<file path="src/rtl/registro_pkg.sv">
// Shared constants and helpers for the registro_pipeline slice.
// The optional occupancy port is enabled by REGISTRO_PIPELINE_OCC_EN.
package registro_pkg;

    localparam int REGISTRO_WIDTH_DEF = 32;
    localparam int REGISTRO_DEPTH_DEF = 2;

    function automatic int occ_width(input int depth);
        return $clog2(depth + 1);
    endfunction

endpackage

</file>
<file path="src/rtl/registro_etapa.sv">
// One pipeline stage: holds a word plus its valid bit and produces the
// ready signal its predecessor sees (ready when empty or when downstream drains).
module registro_etapa
    import registro_pkg::*;
#(
    parameter int WIDTH = REGISTRO_WIDTH_DEF
) (
    input  logic             clock,
    input  logic             reset_n,
    input  logic             flush,
    input  logic             src_valid,
    input  logic [WIDTH-1:0] src_data,
    input  logic             dst_ready,
    output logic             valid_q,
    output logic [WIDTH-1:0] data_q,
    output logic             rdy
);

    assign rdy = !valid_q || dst_ready;

    // Flush drops the valid bit only; the data register keeps its contents.
    always_ff @(posedge clock) begin
        if (!reset_n) begin
            valid_q <= 1'b0;
            data_q  <= '0;
        end else if (flush) begin
            valid_q <= 1'b0;
        end else if (rdy) begin
            valid_q <= src_valid;
            if (src_valid) begin
                data_q <= src_data;
            end
        end
    end

endmodule

</file>
<file path="src/rtl/registro_pipeline.sv">
// DEPTH-stage valid/ready pipeline register with bubble collapse and flush.
// Define REGISTRO_PIPELINE_OCC_EN to add the occupancy (valid-stage count) port.
module registro_pipeline
    import registro_pkg::*;
#(
    parameter int WIDTH = REGISTRO_WIDTH_DEF,
    parameter int DEPTH = REGISTRO_DEPTH_DEF
) (
    input  logic                        clock,
    input  logic                        reset_n,
    input  logic                        flush,
    input  logic                        in_valid,
    output logic                        in_ready,
    input  logic [WIDTH-1:0]            in_data,
    output logic                        out_valid,
    input  logic                        out_ready,
`ifdef REGISTRO_PIPELINE_OCC_EN
    output logic [occ_width(DEPTH)-1:0] occupancy,
`endif
    output logic [WIDTH-1:0]            out_data
);

    logic [DEPTH-1:0] valid_vec;
    logic [WIDTH-1:0] data_arr [DEPTH];
    logic [DEPTH:0]   rdy_chain;

    // The ready chain runs from the consumer back to the producer, one hop per stage.
    assign rdy_chain[DEPTH] = out_ready;

    for (genvar i = 0; i < DEPTH; i++) begin : g_stage
        logic             src_valid;
        logic [WIDTH-1:0] src_data;

        if (i == 0) begin : g_first
            assign src_valid = in_valid;
            assign src_data  = in_data;
        end else begin : g_next
            assign src_valid = valid_vec[i-1];
            assign src_data  = data_arr[i-1];
        end

        registro_etapa #(
            .WIDTH(WIDTH)
        ) u_etapa (
            .clock    (clock),
            .reset_n  (reset_n),
            .flush    (flush),
            .src_valid(src_valid),
            .src_data (src_data),
            .dst_ready(rdy_chain[i+1]),
            .valid_q  (valid_vec[i]),
            .data_q   (data_arr[i]),
            .rdy      (rdy_chain[i])
        );
    end

    assign in_ready  = rdy_chain[0] && !flush;
    assign out_valid = valid_vec[DEPTH-1];
    assign out_data  = data_arr[DEPTH-1];

`ifdef REGISTRO_PIPELINE_OCC_EN
    localparam int OW = occ_width(DEPTH);
    logic [OW-1:0] occ_sum;

    always_comb begin
        occ_sum = '0;
        for (int i = 0; i < DEPTH; i++) begin
            occ_sum = occ_sum + OW'(valid_vec[i]);
        end
    end

    assign occupancy = occ_sum;
`endif

endmodule

</file>
<file path="config.mk">
export PLATFORM = sky130hd
export DESIGN_NAME = registro_pipeline
export DESIGN_NICKNAME = d
export VERILOG_FILES = /design/src/rtl/registro_pkg.sv /design/src/rtl/registro_etapa.sv /design/src/rtl/registro_pipeline.sv
export SDC_FILE = /design/constraint.sdc
export NUM_CORES = 1
export LEC_CHECK = 0
export ABC_CLOCK_PERIOD_IN_PS = 1400
export CAP_MARGIN = 20
export CORE_MARGIN = 4
export CORE_UTILIZATION = 48
export CTS_CLUSTER_DIAMETER = 30
export DETAILED_ROUTE_END_ITERATION = 8
export PLACE_DENSITY = 0.81
export SLEW_MARGIN = 30
export SYNTH_ARGS = -nofsm -noshare
export SYNTH_HDL_FRONTEND = slang
export SYNTH_HIERARCHICAL = 1
export SYNTH_SLANG_ARGS = --single-unit
</file>
<file path="constraint.sdc">
create_clock -name clock -period 1.4 [get_ports clock]
set_clock_uncertainty 0.05 [all_clocks]
set_input_delay 0.21 -clock clock [delete_from_list [all_inputs] [get_ports clock]]
set_output_delay 0.21 -clock clock [all_outputs]
set_load 0.03 [all_outputs]
</file>
; ---- Yosys cells after proc, flatten, opt, wreduce, memory -nomap -nowiden
; Index checks and enable logic that the tools add are counted.
[word_totals]
word_cells = 15
inputBits = 37
romBits = 0
ramBits = 0
memories = 0
latchBits = 0
register_bits = 66
out_inout_bits = 34
[op_classes]
n_div = 0
n_reduce_logical = 9
n_shift = 0
n_mux = 0
bitwise_logic = 2
n_eq_ne = 0
n_lt_le_gt_ge = 0
n_mul = 0
addsub = 0
[op_table]
columns = cell, n
row1 = 3-bit AND reduction, 2
row2 = 1-bit zero test, 3
row3 = 1-bit logical OR, 2
row4 = 1-bit NOT, 2
row5 = 2-bit OR reduction, 1
row6 = 1-bit logical AND, 1

; ---- Logic depth before layout (Yosys ltp)
; Gate-level depths: netlist (run 1).
[logic_depth]
ltp_word = 4
ltp_mapped = 7
depth_no_buf = 5

; ---- Modules after synthesis
; Netlist (run 1), hierarchy kept.
[modules_own_cells]
columns = module, cells_each, area_per_inst_um2, n_inst, seq_area_each_um2
row1 = registro_etapa, 145, 1365.1, 2, 660.6
row2 = registro_pipeline, 1, 13.8, 1, 0.0

; ---- Worst setup path before layout (run 1)
; Ideal clock, no wire load.
[synth_timing]
path_type = reg-to-reg
start = register g_stage[1].u_etapa.valid_q
end = register g_stage[0].u_etapa.data_q[0]
synth_period_minus_slack_ns = 1.495
n_path_buf = 2
path_slack_ns = -0.095
stages_incl_launch_ff = 8
setup_ns = 0.118
arrival_time_ns = 1.327
required_time_ns = 1.232
path_cell_list = dfxtp_1 -> nor2b_4 -> inv_1 -> nor2b_4 -> nor3b_2 -> buf_6 -> buf_12 -> mux2i_1
[synth_between]
elab_chain_cells = 4
[synth_lines]
columns = item, line
row1 = start: declaration, registro_etapa.sv:14  ; output logic valid_q,
row2 = start signal: assignment, registro_etapa.sv:29  ; valid_q <= src_valid;
row3 = 1-bit zero test, registro_etapa.sv:19  ; assign rdy = !valid_q || dst_ready;
row4 = 1-bit logical OR, registro_etapa.sv:19
row5 = via rdy_chain[1], registro_pipeline.sv:25  ; logic [DEPTH:0] rdy_chain;
row6 = 1-bit logical OR, registro_etapa.sv:19
row7 = 3-bit AND reduction (no source line), -
row8 = end signal: assignment, registro_etapa.sv:31  ; data_q <= src_data;
row9 = end: declaration, registro_etapa.sv:15  ; output logic [WIDTH-1:0] data_q,
; The timed path passes the listed nets, and every way through them passes these cells.
; A chain may end at the register's enable or synchronous reset.

; ---- Final worst setup path (run 1)
[layout_timing]
start = register g_stage[1].u_etapa.valid_q
end = output port in_ready
[layout_between]
elab_chain_cells = 4
[layout_lines]
columns = item, line
row1 = 1-bit zero test, registro_etapa.sv:19
row2 = 1-bit logical OR, registro_etapa.sv:19
row3 = via rdy_chain[1], registro_pipeline.sv:25
row4 = 1-bit logical OR, registro_etapa.sv:19
row5 = via rdy_chain[0], registro_pipeline.sv:25
row6 = 1-bit logical AND, registro_pipeline.sv:57  ; assign in_ready = rdy_chain[0] && !flush;
row7 = end: declaration, registro_pipeline.sv:13  ; output logic in_ready,
; The timed path passes the listed nets, and every way through them passes these cells.

==> impl.org, run 1 <==
** STA
- Headroom to the max-slew limit came out at between 70% and 80%.
- Hold timing on the final database bottoms out at a slack of roughly 0.34 ns.
- For the pin with the worst max-slew slack, the measured transition is around 0.32 ns.
- Period minus WS final :: 1.585 ns
- Of the available clock period, the critical path in the final layout requires 113.2%.
- The number of max-slew violations in the final report came to 0.
- Final hold violations :: 0
- Setup violations remaining at the end of the flow were counted as 38.
- For this run, the top clock speed supported by timing is 630.8 MHz.
- Unrepaired setup endpoints after global routing :: true
- Setup ws final :: -0.1854 ns
- Fin Setup TNS :: -2.668 ns

** Clock network
- The number of hold buffers added after CTS was 0.
- CTS tree :: yes
- Count of H-tree levels built during CTS :: 3
- Maximum clock insertion buffer count :: 2
- Clock network latency to the later pin of the worst-skew pair :: approximately 0.33 ns
- The number of clock buffers added by TritonCTS is 9.
- Clock root cell :: clkbuf_8
- Clock-pin slew was measured on the worst setup and hold paths at approximately 0.08 ns.
- The clock drives 66 sinks.

** Yosys
- After synthesis the cells add up to approximately 2700 µm².
- When the netlist entered floorplanning its net count stood at 328.
- Top cell type by total area after synthesis :: dfxtp_1
- Proportion of synthesized flip-flops having asynchronous set or reset :: 0%
- A synthesized cell averages approximately 9.4 µm².
- Synth area leaders :: dfxtp_1 (48%), mux2i_1 (23%), nand2_1 (18%), buf_12 (4.4%), nor2b_4 (1.5%)
- Proportion of synthesized chip area in sequential cells :: 48.15%
- The number of different library cells used by synthesis comes to 13.
- Number of warning messages in the yosys log :: 6
- Synthesis inferred 66 register bits.
- Post-synthesis cell count :: 291
- Counting flops with a built-in enable in the synthesized netlist gives 0.
- Top-count cell post-synth :: nand2_1
- Of the post-synthesis cell area, the dominant cell type holds 48.15%.
- In the synthesized netlist, the cells that appear most often are nand2_1 (128), dfxtp_1 (66), mux2i_1 (64).
- The most used flip-flop cell after synthesis is dfxtp_1.

** Detailed routing
- Antenna violation net count after detailed routing :: 0
- Using the TritonRoute via totals, the vias-per-cell ratio works out to 4.693.
- The detailed router finished its first iteration with 81 violations.
- Dividing the detail-routed wire length by the instance count gives 13.08 µm.
- In the routed design, unresolved DRC markers number 0.
- First drt pass iteration count :: 4
- The routed design has 5.833 mm of wire.
- Detailed routing inserted a total of 2093 vias.

** Die
- The die is 83.61 µm wide.
- IO Pins :: between 70 and 80
- The die covers 6990 µm².
- Effective utilization at floorplan :: between 40% and 50%
- Die height :: between 80 and 90 µm
- Row count :: 27
- In this run the standard cell core region covers 5540 µm².

** Setup path
- The worst register-to-register path begins at g_stage[1].u_etapa/valid_q$_SDFFE_PP0P_.
- For this run, the slowest stage of the critical path takes roughly 0.33 ns.
- Type of element capturing the critical path :: output port
- Logic depth of the worst register-to-register path :: 8
- Sort of element at the start of the critical path :: flop
- CP arrival :: around 1.3 ns
- Cell mode on critical path :: nor2b_4
- Slack of the worst reg-to-reg path :: -0.14 ns
- Data on the critical path is required at its endpoint by 1.14 ns.
- Of all nets on the critical path, the largest fanout is 2.
- The setup path with the least slack is of type flop to output port.
- Reg-to-Reg End :: g_stage[0].u_etapa/data_q[19]$_SDFFE_PN0P_
- The critical path goes through nor2b_4, inv_2, nor2b_4, buf_6, inv_2, nor2b_4, buf_6.
- On the critical path, the stage with the largest delay is an instance of dfxtp_2.

** Final layout
- Number of antenna diodes :: 0
- After routing the design area is 3810 µm².
- The area growth from synthesis to layout is 38.85%.
- Post-route insts no fill :: 446
- Cells fill 68.77% of the core in the end.
- In the final layout, the share of cells above drive strength 1 is 12.03%.
- Nets :: between 400 and 500

** Run status
- Violations in the final reports :: negative setup slack
- Result of the run :: finished, violations left

** Placement
- Prior to clock tree synthesis, the placed netlist has a worst setup slack of -0.3817 ns.
- After detailed placement, the total cell area comes to 3468 µm².
- Summed over all nets, the half-perimeter wirelength after detailed placement is about 3.5 mm.
- Weighted congestion at the end of routability-driven global placement :: 0.7262
- Counting tap cells, the placed design contains a total of 420 instances.
- During placement, the flow inserted port buffers numbering 70.

** Hold path
- The path class of the tightest hold or removal check is input port to flop.
- Counting instances, the worst hold path has a depth of 4.
- Launch instance of the worst min-delay path :: reset_n
- The worst hold path terminates at g_stage[1].u_etapa/data_q[0]$_SDFFE_PN0P_.

** Global routing
- Grt ovf :: 0
- Largest net degree at the start of global routing :: 67
- The via count of the first global-routing pass came to 1992.
- For this run, the total global-route usage over all layers was measured as 15.69%.
- Antenna violations before repair :: 0
- The first global-routing pass estimated 8.983 mm of wire.

** Power
- Across the VDD grid, the largest voltage drop is 0.0005810 V.
- Summed over all cells, the static leakage comes to 1.575 nW.
- For this design the ratio of total power to cell area is 1073 nW/µm².
- The design draws 4.089 mW.

** Job
- Number of max-capacitance violations reported :: 0
## cells in the final DEF, fill, tap and decap left out, types with 3 or more instances in the layout
master           synthesis  layout
nand2_1                128     128
clkbuf_8                 0       9
mux2i_1                 64      64
buf_12                   6       6
dfxtp_1                 66      65
clkdlybuf4s50_1          0      35
buf_6                    2       6
buf_4                    2       6
dlygate4sd2_1            0      33
nor2b_4                  3       3
## power breakdown
part / switching [mW] / leakage (nW) / internal, mW / total (mW)
Sequential: 0.0270 / 0.537 / 1.93 / 1.96
Clock: 0.723 / 0.105 / 0.999 / 1.72
Combinational: 0.183 / 0.933 / 0.225 / 0.408
Total: 0.934 / 1.57 / 3.16 / 4.09
## repair_timing
| item | CTS | global route |
|---|---|---|
| pin swaps | 1 | 2 |
| gates cloned | 3 | 3 |
| setup buffers | 5 | 2 |
| endpoints found under the setup margin | 54 | 65 |
| resized for setup | 41 | 6 |
## worst max-delay path by stage
stage | endpoint | slack [ns] | from
after floorplan | g_stage[0].u_etapa/data_q[0]$_SDFFE_PN0P_ | 0.02 | g_stage[1].u_etapa/valid_q$_SDFFE_PP0P_
after global placement | g_stage[0].u_etapa/data_q[6]$_SDFFE_PN0P_ | -0.31 | out_ready
after detailed placement | g_stage[0].u_etapa/data_q[28]$_SDFFE_PN0P_ | -0.38 | out_ready
after CTS | in_ready | -0.21 | g_stage[1].u_etapa/valid_q$_SDFFE_PP0P_
after global routing | in_ready | -0.25 | g_stage[1].u_etapa/valid_q$_SDFFE_PP0P_
final | in_ready | -0.19 | g_stage[1].u_etapa/valid_q$_SDFFE_PP0P_
## cell families (layout without fill, tap and decap cells)
kind of cell / Yosys count / in the layout / synth area share (%)
buffers and inverters: 24 / 107 / 7.752
and+or+nand+nor: 137 / 137 / 20.75
DFF: 66 / 66 / 48.15
muxes: 64 / 64 / 23.35
## state kept, by name (all words and copies together) (netlist names)
name / flops
g_stage.u_etapa/data_q: 64
g_stage.u_etapa/valid_q: 2
## cell type report
class	instances	area [µm²]
fillers	463	1730
multi-input cells	201	1222
flip-flops and latches	66	1323
clock inverters	7	93.84
well taps	72	90.09
repair buffers	89	949.7
clock buffers	9	123.9
inverters	2	7.507
## layer usage
layer / part of all wire [%] / track usage (%) / routed length (µm)
met1: 45 / 19.89 / 2598
met2: 50 / 25.67 / 2908
met3: 4.6 / 4.047 / 270
met4: 0.94 / 5.702 / 55
met5: 0 / 0 / 0
## critical path: cells and delay by family, from the launching register on
| kind | cells | cell delay (ns) |
|---|---|---|
| buffers and inverters | 4 | 0.31 |
| DFF | 1 | 0.33 |
| and+or+nand+nor | 3 | 0.37 |
Note: power is estimated with default switching activity, not from simulation.
==> inputs of run 2 (changes only) <==
--- a/config.mk
+++ b/config.mk
@@ -11,7 +11,8 @@
 export CORE_UTILIZATION = 48
 export CTS_CLUSTER_DIAMETER = 30
 export DETAILED_ROUTE_END_ITERATION = 8
-export PLACE_DENSITY = 0.81
+export MAX_ROUTING_LAYER = met4
+export PLACE_DENSITY = 0.89
 export SLEW_MARGIN = 30
 export SYNTH_ARGS = -nofsm -noshare
 export SYNTH_HDL_FRONTEND = slang
==> run 2 against run 1 <==
The run still ends with negative setup slack left. Worst hold slack worse by 0.13 ns. Core utilization is 0.23 points higher. Clock-buffer cell count is 4 higher. Sequential share of layout area is 0.11 points lower. Critical path depth stayed put. Via count is 1.7% higher. Total power is 2.7% lower. Clock power is 6% lower. Routed wire length is 1.7% higher. Non-clock buffer count is 1 higher. Combinational power is 1% higher. Register-to-register slack hardly changed.
==> impl.org, run 2 (synthesized netlist as in run 1, its figures left out) <==
** Run status
- Result of the run :: finished, violations left
- The final reports fail on negative setup slack.

** Final layout
- Share of post-route cells with drive strength above 1 :: 11.76%
- The register with the most flip-flops in the layout has 64 of them.
- Number of antenna diodes :: 0
- More flip-flops sit in one register than any other, and that register is g_stage.u_etapa/data_q.
- Final design utilization :: slightly below 70%
- Finished layout cell area :: ~3800 µm²
- In the final layout, the registers with the most flip-flops are g_stage.u_etapa/data_q x64, g_stage.u_etapa/valid_q x2.
- FILL cells :: 450
- The library cell used most frequently in the layout, excluding fill and tap cells, is nand2_1.
- After the last flow step, the layout net total stands at 407.
- The library cells used most frequently in the layout, excluding fill and tap cells, are nand2_1 (128), dfxtp_1 (65), mux2i_1 (64).
- Relative to the synthesized area, the layout overhead comes to 39.31%.

** STA
- Final setup violation count :: 40
- Period utilisation layout :: 113.7%
- Final hold violations :: 0
- Setup slack on the critical path of the routed design comes to -0.1919 ns.
- Period minus WS final :: 1.592 ns
- Actual transition at the worst max-transition pin :: 0.3246 ns
- Min Hold Slack :: 0.2088 ns
- Pins over their slew limit :: 0
- Headroom to the max-slew limit :: between 70% and 80%
- For this run, the top clock speed supported by timing is 628.2 MHz.
- Setup repair after global routing could not meet its margin everywhere.

** Global routing
- The number of antenna violations at the first check in global routing was 0.
- Largest net degree at the start of global routing :: 50
- Global-route usage over all layers :: 17.86%
- The first global-routing pass estimated 9.666 mm of wire.
- After global routing the overflow that remains totals 0.
- The via count of the first global-routing pass is 2138.

** Detailed routing
- Detail-routed via count per cell :: about 4.8
- First drt pass iteration count :: 4
- The final layout contains routed wiring with a total length of around 5.9 mm.
- For this block, the via count after detailed routing is 2129.
- For this run, design rule violations remaining after detail routing come to 0.
- 1st-iter DRT viols :: 106
- In this run the remaining antenna-violating nets after routing total 0.
- In the final routed layout, each cell accounts on average for 13.30 µm.

** Placement
- In this run the tool buffered the top-level ports with 70 buffer cells.
- Total half-perimeter wirelength after legalization and detailed placement :: roughly 3.8 mm
- Area post-placement :: 3496 µm²
- At the end of routability-driven placement, the weighted congestion stood at ~0.73.

** Power
- Total power :: about 4.0 mW
- Static leakage power :: 1.584 nW
- Power density of the placed cells :: 1041 nW/µm²
- Worst IR drop on VDD :: roughly 0.00080 V

** Setup path
- Counting both buffers and inverters, the worst setup path holds a total of 4.
- The largest single stage delay on the critical path is 0.33 ns.
- Type of element capturing the critical path :: output port
- The setup path with the least slack is of type flop to output port.
- Data required time of the critical path :: 1.14 ns
- Category of cells accounting for the largest share of critical-path delay :: simple AND/OR/NAND/NOR gates
- STA classifies the critical path startpoint as a flop.
- CP arrival :: 1.33 ns
- Of all nets on the critical path, the largest fanout is 2.
- Slowest library cell on the worst path :: dfxtp_2
- Cell mode on critical path :: nor2b_4
- The signal on the critical path passes through nor2b_4, inv_2, nor2b_4, buf_6, inv_2, nor2b_4, buf_6.

** Die
- Measured along the y axis, the die boundary spans 83.61 µm.
- Measured along the x axis, the die boundary spans 83.61 µm.
- Effective utilization at floorplan :: between 40% and 50%
- Row count :: 27
- The die covers 6990 µm².
- Area of the core :: 5540 µm²
- IO Pins :: 71

** Clock network
- Worst-path clk slew :: ~0.070 ns
- Clock root cell :: clkbuf_8
- Clock network latency to the later pin of the worst-skew pair :: 0.32 ns
- The clock tree synthesis step divided the H-tree into 3 levels.
- Total clock buffers created by CTS :: 9
- Sinks on Clock Net :: 66
- Maximum clock insertion buffer count :: 2
- CTS tree :: yes
- Buffers inserted to repair hold after CTS numbered 0.

** Hold path
- Hold WC Path Type :: input port to flop

** Job
- The tool flagged a number of max-cap violations equal to 0.
-- run 2: changes by cell type in the layout (fill, tap and decap cells not counted), sizes merged, moves of 2 or more --
| cell | previous run | this run |
|---|---|---|
| buf | 19 | 21 |
| clkbuf | 11 | 14 |
| clkinv | 3 | 1 |
| clkinvlp | 2 | 0 |
-- run 2: where the power goes --
| group | internal (mW) | total, mW | leakage, nW | switching, mW |
|---|---|---|---|---|
| Combinational | 0.227 | 0.412 | 0.942 | 0.185 |
| Clock | 0.957 | 1.61 | 0.106 | 0.649 |
| Sequential | 1.93 | 1.96 | 0.537 | 0.0268 |
| Total | 3.12 | 3.98 | 1.58 | 0.861 |
-- run 2: final cells by class --
class	instances	area, µm²	share of cell area (%)
Inverter	2	7.507	0.1964
Sequential cell	66	1323	34.60
Multi-Input combinational cell	201	1222	31.98
Timing Repair Buffer	90	975.9	25.53
Clock buffer	13	168.9	4.419
Clock inverter	2	35.03	0.9165
Tap cell	72	90.09	2.357
-- run 2: metrics by stage --
stage | setup TNS, ns | std cells | worst slack [ns]
6_report | -2.780 | 446 | -0.1919
5_1_grt | -6.193 | 446 | -0.2581
4_1_cts | -4.028 | 446 | -0.2177
3_5_place_dp | -22.53 | 422 | -0.3903
3_3_place_gp | -18.67 | 422 | -0.2979
2_1_floorplan | 0 | 291 | 0.02247
-- run 2: layer usage --
metal	global-route usage [%]	wire, µm	up-vias
li1	-	-	1085
met4	8.041	49	0
met3	4.146	275	6
met5	-	0	-
met1	19.21	2461	984
met2	31.16	3147	54
-- run 2: repair_timing --
item                                   in CTS  in global routing
gates resized for setup                    43                  4
setup buffers                               5                  1
cloned                                      4                  1
setup endpoints to repair                  61                 66
pin swaps                                   2                  2
endpoints found under the hold margin       0                  0
-- run 2: worst paths after layout --
check	endpoint	slack, ns	cells past startpoint	startpoint
setup / recovery	in_ready	-0.19	7	g_stage[1].u_etapa/valid_q$_SDFFE_PP0P_
setup reg to reg	g_stage[0].u_etapa/data_q[18]$_SDFFE_PN0P_	-0.13	8	g_stage[1].u_etapa/valid_q$_SDFFE_PP0P_
hold reg to reg	g_stage[1].u_etapa/data_q[4]$_SDFFE_PN0P_	0.40	2	g_stage[1].u_etapa/data_q[4]$_SDFFE_PN0P_
hold / removal	g_stage[1].u_etapa/data_q[26]$_SDFFE_PN0P_	0.21	3	reset_n
-- run 2: worst reg2reg max path, cell delays in order, from the launching register on --
cell	delay, ns
dfxtp_2	0.32
nor2b_4	0.12
inv_2	0.06
nor2b_4	0.04
buf_4	0.13
nor3b_4	0.21
buf_6	0.17
buf_12	0.14
mux2i_1	0.21
